### config.mk
export PLATFORM = sky130hd
export DESIGN_NAME = pipe_hazard_ctrl
export DESIGN_NICKNAME = d
export VERILOG_FILES = /design/src/rtl/pipe_hazard_ctrl.sv
export SDC_FILE = /design/constraint.sdc
export NUM_CORES = 1
export LEC_CHECK = 0
export CAP_MARGIN = 15
export CELL_PAD_IN_SITES_DETAIL_PLACEMENT = 0
export CELL_PAD_IN_SITES_GLOBAL_PLACEMENT = 1
export CORE_MARGIN = 3
export CORE_UTILIZATION = 20
export DETAILED_ROUTE_END_ITERATION = 8
export HOLD_SLACK_MARGIN = 0.05
export PLACE_DENSITY_LB_ADDON = 0.1
export SLEW_MARGIN = 40
export SYNTH_ARGS = -nofsm -noshare
export SYNTH_HDL_FRONTEND = slang
export SYNTH_SLANG_ARGS = --single-unit
### constraint.sdc
create_clock -name clk -period 4.8 [get_ports clk]
set_clock_uncertainty 0.1 [all_clocks]
set_input_delay 0.96 -clock clk [delete_from_list [all_inputs] [get_ports clk]]
set_output_delay 0.96 -clock clk [all_outputs]
set_load 0.01 [all_outputs]
### src/rtl/pipe_hazard_ctrl.sv
// ---------------------------------------------------------------------------
// pipe_hazard_ctrl
//
// Pipeline sequencer for the IF/ID and ID/EX stage registers. It detects
// load-use hazards against the instruction held in ID/EX. It flushes the
// front end on taken branches resolved in EX. It freezes fetch while
// downstream logic asks for a stall. ID/EX has no enable, so every stall
// cycle injects a bubble (zeroed control) into ID/EX.
//
// Parameters
//   REG_AW        register-index width
//   FLUSH_CYCLES  bubble/flush cycles per taken branch (>= 1)
//   CNT_W         stall-counter width
//
// Ports
//   clk              rising-edge clock
//   reset            asynchronous, active-low reset
//   id_rs1/id_rs2    source registers of the instruction in ID
//   id_uses_rs2      ID instruction actually reads rs2
//   ex_memread       instruction in ID/EX is a load
//   ex_rd            destination register of the instruction in ID/EX
//   ex_branch_taken  taken branch/jump resolved in EX this cycle
//   ext_stall_req    downstream not ready
//   pc_we            PC write enable
//   if_id_we         IF/ID write enable
//   if_id_flush      load a NOP into IF/ID
//   id_ex_bubble     force zeroed control into ID/EX
//   ctrl_state       00 RUN, 01 FLUSH, 10 HOLD
//   stall_cnt        saturating count of bubble cycles since reset
//
// Build option
//   HAZ_PERF_CNT_EN  when defined, the stall_cnt counter is built.
//                    When undefined, stall_cnt is tied to zero. The port is
//                    kept so that top-level wiring does not change.
//
// Outputs are combinational from the registered state and the current
// inputs. Hazard response therefore takes effect in the same cycle.
// ---------------------------------------------------------------------------
module pipe_hazard_ctrl #(
  parameter int REG_AW       = 5,
  parameter int FLUSH_CYCLES = 2,
  parameter int CNT_W        = 16
) (
  input  logic              clk,
  input  logic              reset,
  input  logic [REG_AW-1:0] id_rs1,
  input  logic [REG_AW-1:0] id_rs2,
  input  logic              id_uses_rs2,
  input  logic              ex_memread,
  input  logic [REG_AW-1:0] ex_rd,
  input  logic              ex_branch_taken,
  input  logic              ext_stall_req,
  output logic              pc_we,
  output logic              if_id_we,
  output logic              if_id_flush,
  output logic              id_ex_bubble,
  output logic [1:0]        ctrl_state,
  output logic [CNT_W-1:0]  stall_cnt
);

  localparam int FCNT_W = $clog2(FLUSH_CYCLES + 1);

  localparam logic [1:0] ST_RUN   = 2'b00;
  localparam logic [1:0] ST_FLUSH = 2'b01;
  localparam logic [1:0] ST_HOLD  = 2'b10;

  localparam logic [FCNT_W-1:0] FCNT_ZERO   = {FCNT_W{1'b0}};
  localparam logic [FCNT_W-1:0] FCNT_ONE    = FCNT_W'(1);
  localparam logic [FCNT_W-1:0] FCNT_RELOAD = FCNT_W'(FLUSH_CYCLES - 1);

  // A single-cycle flush never needs the FLUSH state. The branch cycle
  // itself is the only flush cycle.
  localparam logic [1:0] ST_AFTER_BR = (FLUSH_CYCLES == 1) ? ST_RUN : ST_FLUSH;

  logic [1:0]        state_q, state_d;
  logic [FCNT_W-1:0] fcnt_q,  fcnt_d;
  logic              load_use;

  // Load-use hazard: a load in EX writes a register that ID is reading.
  // x0 is never a hazard.
  always_comb begin
    load_use = ex_memread && (ex_rd != {REG_AW{1'b0}}) &&
               ((ex_rd == id_rs1) || (id_uses_rs2 && (ex_rd == id_rs2)));
  end

  // Next-state and output decode.
  // RUN and HOLD share the same decode: a set stall request (re)enters HOLD,
  // and a clear one returns to RUN. A clear stall request in HOLD is
  // therefore a normal RUN cycle, so a pending load-use still costs its one
  // bubble. The illegal encoding 11 decodes as RUN but always recovers to RUN.
  always_comb begin
    state_d      = state_q;
    fcnt_d       = fcnt_q;
    pc_we        = 1'b1;
    if_id_we     = 1'b1;
    if_id_flush  = 1'b0;
    id_ex_bubble = 1'b0;
    case (state_q)
      ST_FLUSH: begin
        if_id_flush  = 1'b1;
        id_ex_bubble = 1'b1;
        if (ex_branch_taken) begin
          fcnt_d  = FCNT_RELOAD;
          state_d = ST_AFTER_BR;
        end else if (fcnt_q <= FCNT_ONE) begin
          // Last flush cycle: a stall request seen now goes straight to HOLD.
          fcnt_d  = FCNT_ZERO;
          state_d = ext_stall_req ? ST_HOLD : ST_RUN;
        end else begin
          fcnt_d  = fcnt_q - FCNT_ONE;
          state_d = ST_FLUSH;
        end
      end
      default: begin
        if (ex_branch_taken) begin
          if_id_flush  = 1'b1;
          id_ex_bubble = 1'b1;
          fcnt_d       = FCNT_RELOAD;
          state_d      = ST_AFTER_BR;
        end else if (ext_stall_req) begin
          pc_we        = 1'b0;
          if_id_we     = 1'b0;
          id_ex_bubble = 1'b1;
          fcnt_d       = FCNT_ZERO;
          state_d      = ST_HOLD;
        end else if (load_use) begin
          pc_we        = 1'b0;
          if_id_we     = 1'b0;
          id_ex_bubble = 1'b1;
          fcnt_d       = FCNT_ZERO;
          state_d      = ST_RUN;
        end else begin
          fcnt_d  = FCNT_ZERO;
          state_d = ST_RUN;
        end
        if (state_q == 2'b11) begin
          fcnt_d  = FCNT_ZERO;
          state_d = ST_RUN;
        end else begin
          fcnt_d  = fcnt_d;
          state_d = state_d;
        end
      end
    endcase
  end

  // Sequencer state and flush counter.
  always_ff @(posedge clk or negedge reset) begin
    if (!reset) begin
      state_q <= ST_RUN;
      fcnt_q  <= FCNT_ZERO;
    end else begin
      state_q <= state_d;
      fcnt_q  <= fcnt_d;
    end
  end

  assign ctrl_state = state_q;

`ifdef HAZ_PERF_CNT_EN
  logic [CNT_W-1:0] stall_cnt_q, stall_cnt_d;

  // Saturating bubble counter. It holds at all-ones instead of wrapping.
  always_comb begin
    if (id_ex_bubble && (stall_cnt_q != {CNT_W{1'b1}})) begin
      stall_cnt_d = stall_cnt_q + CNT_W'(1);
    end else begin
      stall_cnt_d = stall_cnt_q;
    end
  end

  // Bubble counter register.
  always_ff @(posedge clk or negedge reset) begin
    if (!reset) begin
      stall_cnt_q <= {CNT_W{1'b0}};
    end else begin
      stall_cnt_q <= stall_cnt_d;
    end
  end

  assign stall_cnt = stall_cnt_q;
`else
  assign stall_cnt = {CNT_W{1'b0}};
`endif

endmodule

==> After elaboration in Yosys (flattened, before gate mapping) <==
Index checks and enable logic that the tools add are counted.
{ "op_classes": {"n_addsub": 1, "n_mul": 0, "n_div": 0, "order_cmp": 1, "n_eq_ne": 4, "shift": 0, "mux": 21, "bitwise": 0, "reduce_logical": 5} }
{ "op_table": {"columns": ["operator", "n"], "rows": [
  ["2-to-1 mux 2 bit", 10],
  ["2-to-1 mux 1 bit", 11],
  ["equality test 5 bit", 2],
  ["nonzero test 5 bit", 1],
  ["logical AND 1 bit", 3],
  ["equality test 2 x 1 -> 1 bit (second input constant)", 1],
  ["equality test 2 bit (second input constant)", 1],
  ["<= comparator 2 x 1 -> 1 bit (second input constant)", 1],
  ["subtractor 2 x 1 -> 2 bit (second input constant)", 1],
  ["logical OR 1 bit", 1]
]} }
{ "word_totals": {"register_bits": 4, "latchBits": 0, "ramBits": 0, "mem_bits_ro": 0, "in_bits": 21, "output_inout_bits": 22, "wordCells": 34, "n_memories": 0} }

==> Logic depth before layout (Yosys ltp) <==
Gate-level depths: netlist of run 1.
{ "logic_depth": {"word_depth": 8, "mapped_depth": 5, "ltp_nobuf": 5} }

==> Least setup slack after synthesis of run 1 <==
Ideal clock, no wire load.
{ "synth_path": {"path_kind": "input to output", "start": "input ex_rd[1]", "end": "output pc_we", "t_arrival_ns": 1.959, "required_time_ns": 3.740, "path_slack_ns": 1.781, "stages": 4, "path_buffers": 1, "cell_sequence": "or4_1 o21ai_2 o31a_1 buf_4"} }
{ "synth_via": {"elab_chain_cells": 8, "elab_cells_between_ends": 11, "cone_classes": "eq/ne (2); mux (4); reduce/logical (5)"} }
{ "synth_lines": {"columns": ["item", "line", "source"], "rows": [
  ["start, declared", "50", "input logic [REG_AW-1:0] ex_rd,"],
  ["equality test 5 bit", "83", "((ex_rd == id_rs1) || (id_uses_rs2 && (ex_rd == id_rs2)));"],
  ["logical AND 1 bit", "83", null],
  ["logical OR 1 bit", "83", null],
  ["logical AND 1 bit *", "82", "load_use = ex_memread && (ex_rd != {REG_AW{1'b0}}) &&"],
  ["2-to-1 mux 1 bit * (4 in series)", null, null],
  ["end, declared", "53", "output logic pc_we,"]
]} }
Every way passes the cells marked *; elsewhere a longest branch is shown, timed or not.

==> Worst setup path after layout of run 1 <==
{ "layout_path": {"start": "input ex_rd[1]", "end": "output if_id_we"} }
{ "layout_via": {"elab_chain_cells": 8, "elab_cells_between_ends": 11, "cone_classes": "eq/ne (2); mux (4); reduce/logical (5)"} }
{ "layout_lines": {"columns": ["item", "line", "source"], "rows": [
  ["equality test 5 bit", "83", null],
  ["logical AND 1 bit", "83", null],
  ["logical OR 1 bit", "83", null],
  ["logical AND 1 bit *", "82", null],
  ["2-to-1 mux 1 bit *", "126", "end else if (load_use) begin"],
  ["2-to-1 mux 1 bit *", "120", "end else if (ext_stall_req) begin"],
  ["2-to-1 mux 1 bit *", "115", "if (ex_branch_taken) begin"],
  ["2-to-1 mux 1 bit *", "98", "case (state_q)"],
  ["end, declared", "54", "output logic if_id_we,"]
]} }
Marks and branches as above.

==> results of run 1 <==
per-layer routing:
layer  global-route usage [%]  vias up
met1                     7.26      177
li1                         -      197
met4                     6.38        0
met2                     10.1       25
met3                     3.66        2
met5                        0        -
Yosys cell counts, types with 2 or more instances:
cell / count / area share, %
inv_1: 3 / 2.5
xor2_1: 9 / 18
buf_4: 17 / 29
o21ai_0: 2 / 2.3
dfrtp_1: 4 / 23
a21oi_1: 3 / 3.4
nor2_1: 3 / 2.5
per-stage QoR:
step / total power (µW) / instance area (µm²)
after floorplan: 66.7 / 498
after global placement: 85.0 / 664
after detailed placement: 84.4 / 664
after CTS: 128 / 687
after global routing: 135 / 687
final: 125 / 687
power groups by stage:
stage          Combinational [µW]  Sequential, µW  Clock, µW
3_3_place_gp                 47.1            37.9          0
6_report                     46.4            37.4       41.0
2_1_floorplan                28.8            37.9          0
3_5_place_dp                 46.7            37.7          0
5_1_grt                      50.9            37.6       46.9
4_1_cts                      46.8            37.3       44.0
area by class of cell:
cell class / instances / area, µm² / share of cell area [%]
clock buffers: 3 / 22.5 / 3.28
inverters: 3 / 11.3 / 1.64
multi-input cells: 44 / 259 / 37.7
flip-flops and latches: 4 / 100 / 14.6
well taps: 27 / 33.8 / 4.92
repair buffers: 26 / 260 / 37.9
worst max-delay path by stage:
stage	start	endpoint	slack, ns	depth (start not counted)
6_report	ex_rd[1]	if_id_we	0.91	5
3_3_place_gp	ex_rd[1]	pc_we	0.86	5
4_1_cts	ex_rd[1]	if_id_we	0.89	5
3_5_place_dp	ex_rd[1]	if_id_we	0.90	5
2_1_floorplan	ex_rd[1]	pc_we	1.78	4
5_1_grt	ex_rd[1]	if_id_we	0.83	5
cells by family (layout without fill, tap and decap cells):
family | count (synthesis) | count (layout)
xor gates and xnor gates | 10 | 10
DFF | 4 | 4
other | 1 | 16
and+or+nand+nor | 9 | 9
AOI/OAI and AO/OA | 9 | 9
buffers and inverters | 20 | 32
flip-flops by register name, indices dropped and copies added (netlist names):
| name | count |
|---|---|
| fcnt_q | 2 |
| ctrl_state | 2 |
==> impl_metrics.yaml, run 1 <==
routing:
  maxUsedRoutingLayer: "met4"
  wl_met3_um: 105
  drt-vias-per-instance: 3.75
  dr_wl_met2_um: 481
  dr_total_vias: 401
  first_pass_iters: 2
  drt-initial-drc-count: 6
  routed_wl_um: 954
  drc_errors: 0
  wl_per_cell_um: 8.92
  ant_nets: 0
  drt-met1-wl_um: 353
timing:
  period_minus_slack_ns: 3.89
  setup_tns_ns: 0
  hold_slack_ns: 0.362
  rsz0062_at_grt: "no"
  setup_ws_ns: 0.908
  finalHoldViolCount: 0
  period_share_pct: 81.1
  setup_viol: 0
  max_freq_mhz: 257
  slew_viol_final: 0
worst_setup_path:
  cp_data_arrival_time_ns: 2.83
  criticalPathCategory: "input port to output pin"
  path_max_fanout: 3
  cp-start-kind: "input port"
  r2r.worst_path.cells: 3
  crit_chain: "clkdlybuf4s50_1, or4_1, o21ai_2, o31a_1, clkdlybuf4s50_1"
  crit_required_ns: 3.74
  reg2reg_to: "fcnt_q[0]"
  worst_path_most_repeated_cell: "clkdlybuf4s50_1"
  r2r_slack_ns: 3.74
  slowest_stage: "or4_1"
  crit_path_max_incr_delay_ns: 0.56
  cp-end-kind: "output pin"
  crit_buf_inv: 2
  cpLargestDelayFamily: "buffers and inverters"
  r2r_start: "ctrl_state[0]"
die:
  die_h_um: 53.0
  dieWidth_um: 53.0
  core-area_um2: 2020
  io_pins: 43
  dieArea_um2: 2810
  rows: 16
  floorplan.initialDensity_pct: 21.8
grt:
  overflow: 0
  grt_pass1_wl_mm: 1.34
  grt_usage_pct: 7.03
  grt_pass1_vias: 317
  antenna_found_initial: 0
  grt_max_degree: 7
finish:
  num_antenna_cells: 0
  final_cell_mix: "26 x clkdlybuf4s50_1, 16 x conb_1, 9 x xor2_1, 4 x dfrtp_1"
  nets: 103
  area_delta_synth_final_pct: 55.5
  final_core_util_pct: 34.0
  fillers: 214
  final_common_cell: "clkdlybuf4s50_1"
  drive_above_1_share_pct: 6.25
  final_cells: 107
synth:
  yosysSeqAreaShare_pct: 22.7
  synth-simple-area-share_pct: 11.9
  synth_flop_cell: "dfrtp_1"
  synthXorXnorAreaFrac_pct: 19.8
  synth_area_um2: 442
  synth_edf_count: 0
  synth_top_family_by_area: "buffers and inverters"
  synth_compound_area_share_pct: 13.3
  synth.area.mux_share_pct: 0
  synthArstFlopShare_pct: 100
  ys_ff_latch: 4
  yosysWarnings: 0
  synthAdderAreaFrac_pct: 0
  synth.avg_cell_area_um2: 8.33
  synthCells: 53
  synth_cell_type_count: 19
cts:
  cts_buffer_depth: 2
  cts_tree: "yes"
  cts_buffers: 3
  cts-root-buf: "clkbuf_4"
  clock_latency_ns: 0.23
  cts_setup_buffers: 0
  cts_sinks: 4
  ctsResizeCount: 0
  cts.htree.levels: 1
  clk_pin_slew_ns: 0.04
  ctsHoldBuffers: 0
pwr:
  switching_power_uw: 35.2
  irDropWorstVdd_mv: 0.0799
  pwr-share-clk_pct: 32.9
  p_leak_uw: 0.000302
  intPower_uw: 89.5
  comb_power_share_pct: 37.2
  p_seq_share_pct: 30.0
  cellPowerDensity_nw_per_um2: 182
  swShare_pct: 28.2
placed_design:
  dp_hpwl_um: 881
  place_congestion: 0.767
  dp_slack_ns: 0.895
  placed_cells: 104
  portBuffers: 26
worst_hold_path:
  whs_path_depth: 1
  min_to: "fcnt_q[0]"
  worst_hold_path_type: "flip-flop to flip-flop"
  min_from: "fcnt_q[0]"
flow_run:
  maxCapViolCount: 0
run_status:
  status: "finished clean"
Power figures use the tool's default switching activity.
==> inputs of run 2 (changes only) <==
CORE_UTILIZATION = 18   (was 20)
clock period = 3.6 ns   (was 4.8 ns; I/O delays follow)
==> impl_metrics.yaml, run 2 (synthesis gave the netlist of run 1 again) <==
run_status:
  status: "finished clean"
finish:
  nets: 103
  final_cell_mix: "26 x clkdlybuf4s50_1, 16 x conb_1, 9 x xor2_1, 4 x dfrtp_1"
  area_delta_synth_final_pct: 55.8
  drive_above_1_share_pct: 6.25
  final_cells: 108
  final_common_cell: "clkdlybuf4s50_1"
  num_antenna_cells: 0
grt:
  overflow: 0
  antenna_found_initial: 0
  grt_max_degree: 7
  grt_pass1_wl_mm: 1.51
  grt_pass1_vias: 379
  grt_usage_pct: 6.26
die:
  core-area_um2: 2280
  dieArea_um2: 3080
  io_pins: 43
  die_h_um: 55.5
  dieWidth_um: 55.5
  rows: 17
  floorplan.initialDensity_pct: 19.4
routing:
  ant_nets: 0
  dr_total_vias: 388
  routed_wl_um: 962
  drt-initial-drc-count: 1
  drc_errors: 0
  wl_per_cell_um: 8.91
  drt-vias-per-instance: 3.59
  first_pass_iters: 2
worst_setup_path:
  path_max_fanout: 3
  cpLargestDelayFamily: "buffers and inverters"
  crit_path_max_incr_delay_ns: 0.56
  worst_path_most_repeated_cell: "clkdlybuf4s50_1"
  crit_chain: "clkdlybuf4s50_1, or4_1, o21ai_2, o31a_1, clkdlybuf4s50_1"
  criticalPathCategory: "input port to output pin"
  cp-end-kind: "output pin"
  slowest_stage: "or4_1"
  crit_required_ns: 2.78
  crit_buf_inv: 2
  cp-start-kind: "input port"
  cp_data_arrival_time_ns: 2.58
pwr:
  p_leak_uw: 0.000302
  p_total_uw: 166
  cellPowerDensity_nw_per_um2: 242
  irDropWorstVdd_mv: 0.102
timing:
  period_minus_slack_ns: 3.40
  slew_viol_final: 0
  setup_viol: 0
  max_freq_mhz: 294
  rsz0062_at_grt: "no"
  period_share_pct: 94.5
  finalHoldViolCount: 0
  setup_tns_ns: 0
cts:
  cts.htree.levels: 1
  ctsHoldBuffers: 0
  cts_buffer_depth: 2
  cts_sinks: 4
  ctsResizeCount: 0
  cts_tree: "yes"
  cts_buffers: 3
  cts-root-buf: "clkbuf_4"
  clock_latency_ns: 0.23
  clk_pin_slew_ns: 0.04
  cts_setup_buffers: 0
worst_hold_path:
  worst_hold_path_type: "flip-flop to flip-flop"
placed_design:
  place_congestion: 0.609
  dp_hpwl_um: 869
  placed_cells: 105
  portBuffers: 26
flow_run:
  maxCapViolCount: 0
-- run 2: cell counts in the layout (fill, tap and decap cells not counted) --
Identical to the previous run, type by type.
-- run 2: final cells by class --
type,instances,area [µm²]
Sequential cell,4,100
Tap cell,28,35.0
Fill cell,249,1590
Inverter,3,11.3
Timing Repair Buffer,26,260
Multi-Input combinational cell,44,259
Clock buffer,3,22.5
-- run 2: power breakdown --
part	internal (µW)	total (µW)	switching, µW
combinational	34.7	61.5	26.8
clock	37.3	55.1	17.9
sequential	47.5	49.7	2.26
total	119	166	46.9
-- run 2: metrics by stage --
step | instance area (µm²) | hold slack [ns] | utilization [%] | worst slack, ns
2_1_floorplan | 498 | 0.324 | - | 1.06
6_report | 688 | 0.360 | 30.2 | 0.198
4_1_cts | 688 | 0.363 | 30.2 | 0.173
3_5_place_dp | 666 | 0.358 | 29.2 | 0.173
3_3_place_gp | 666 | 0.351 | 29.2 | 0.167
5_1_grt | 688 | 0.411 | 30.2 | 0.106
-- run 2: worst register-to-register path, delay by kind of cell (launching register included) --
family | cells | cell delay (ns)
DFF | 1 | 0.41
AOI/OAI and AO/OA | 3 | 0.43
-- run 2: layer usage --
metal	wire [µm]	GRT usage, %
met5	0	0
met4	15	5.21
met3	100	1.17
met2	487	10.8
met1	359	6.44
-- run 2: path summary, 6_finish.rpt --
kind                                    start       endpoint  slack (ns)  cells after the start
worst max-delay path                 ex_rd[1]       if_id_we        0.20                      5
worst min-delay path                fcnt_q[0]      fcnt_q[0]        0.36                      1
worst max register to register  ctrl_state[0]      fcnt_q[0]        2.58                      3
worst min register to register      fcnt_q[0]      fcnt_q[0]        0.36                      1
max in group asynchronous               reset  ctrl_state[0]        2.65                      1
min in group asynchronous               reset  ctrl_state[1]        0.59                      1
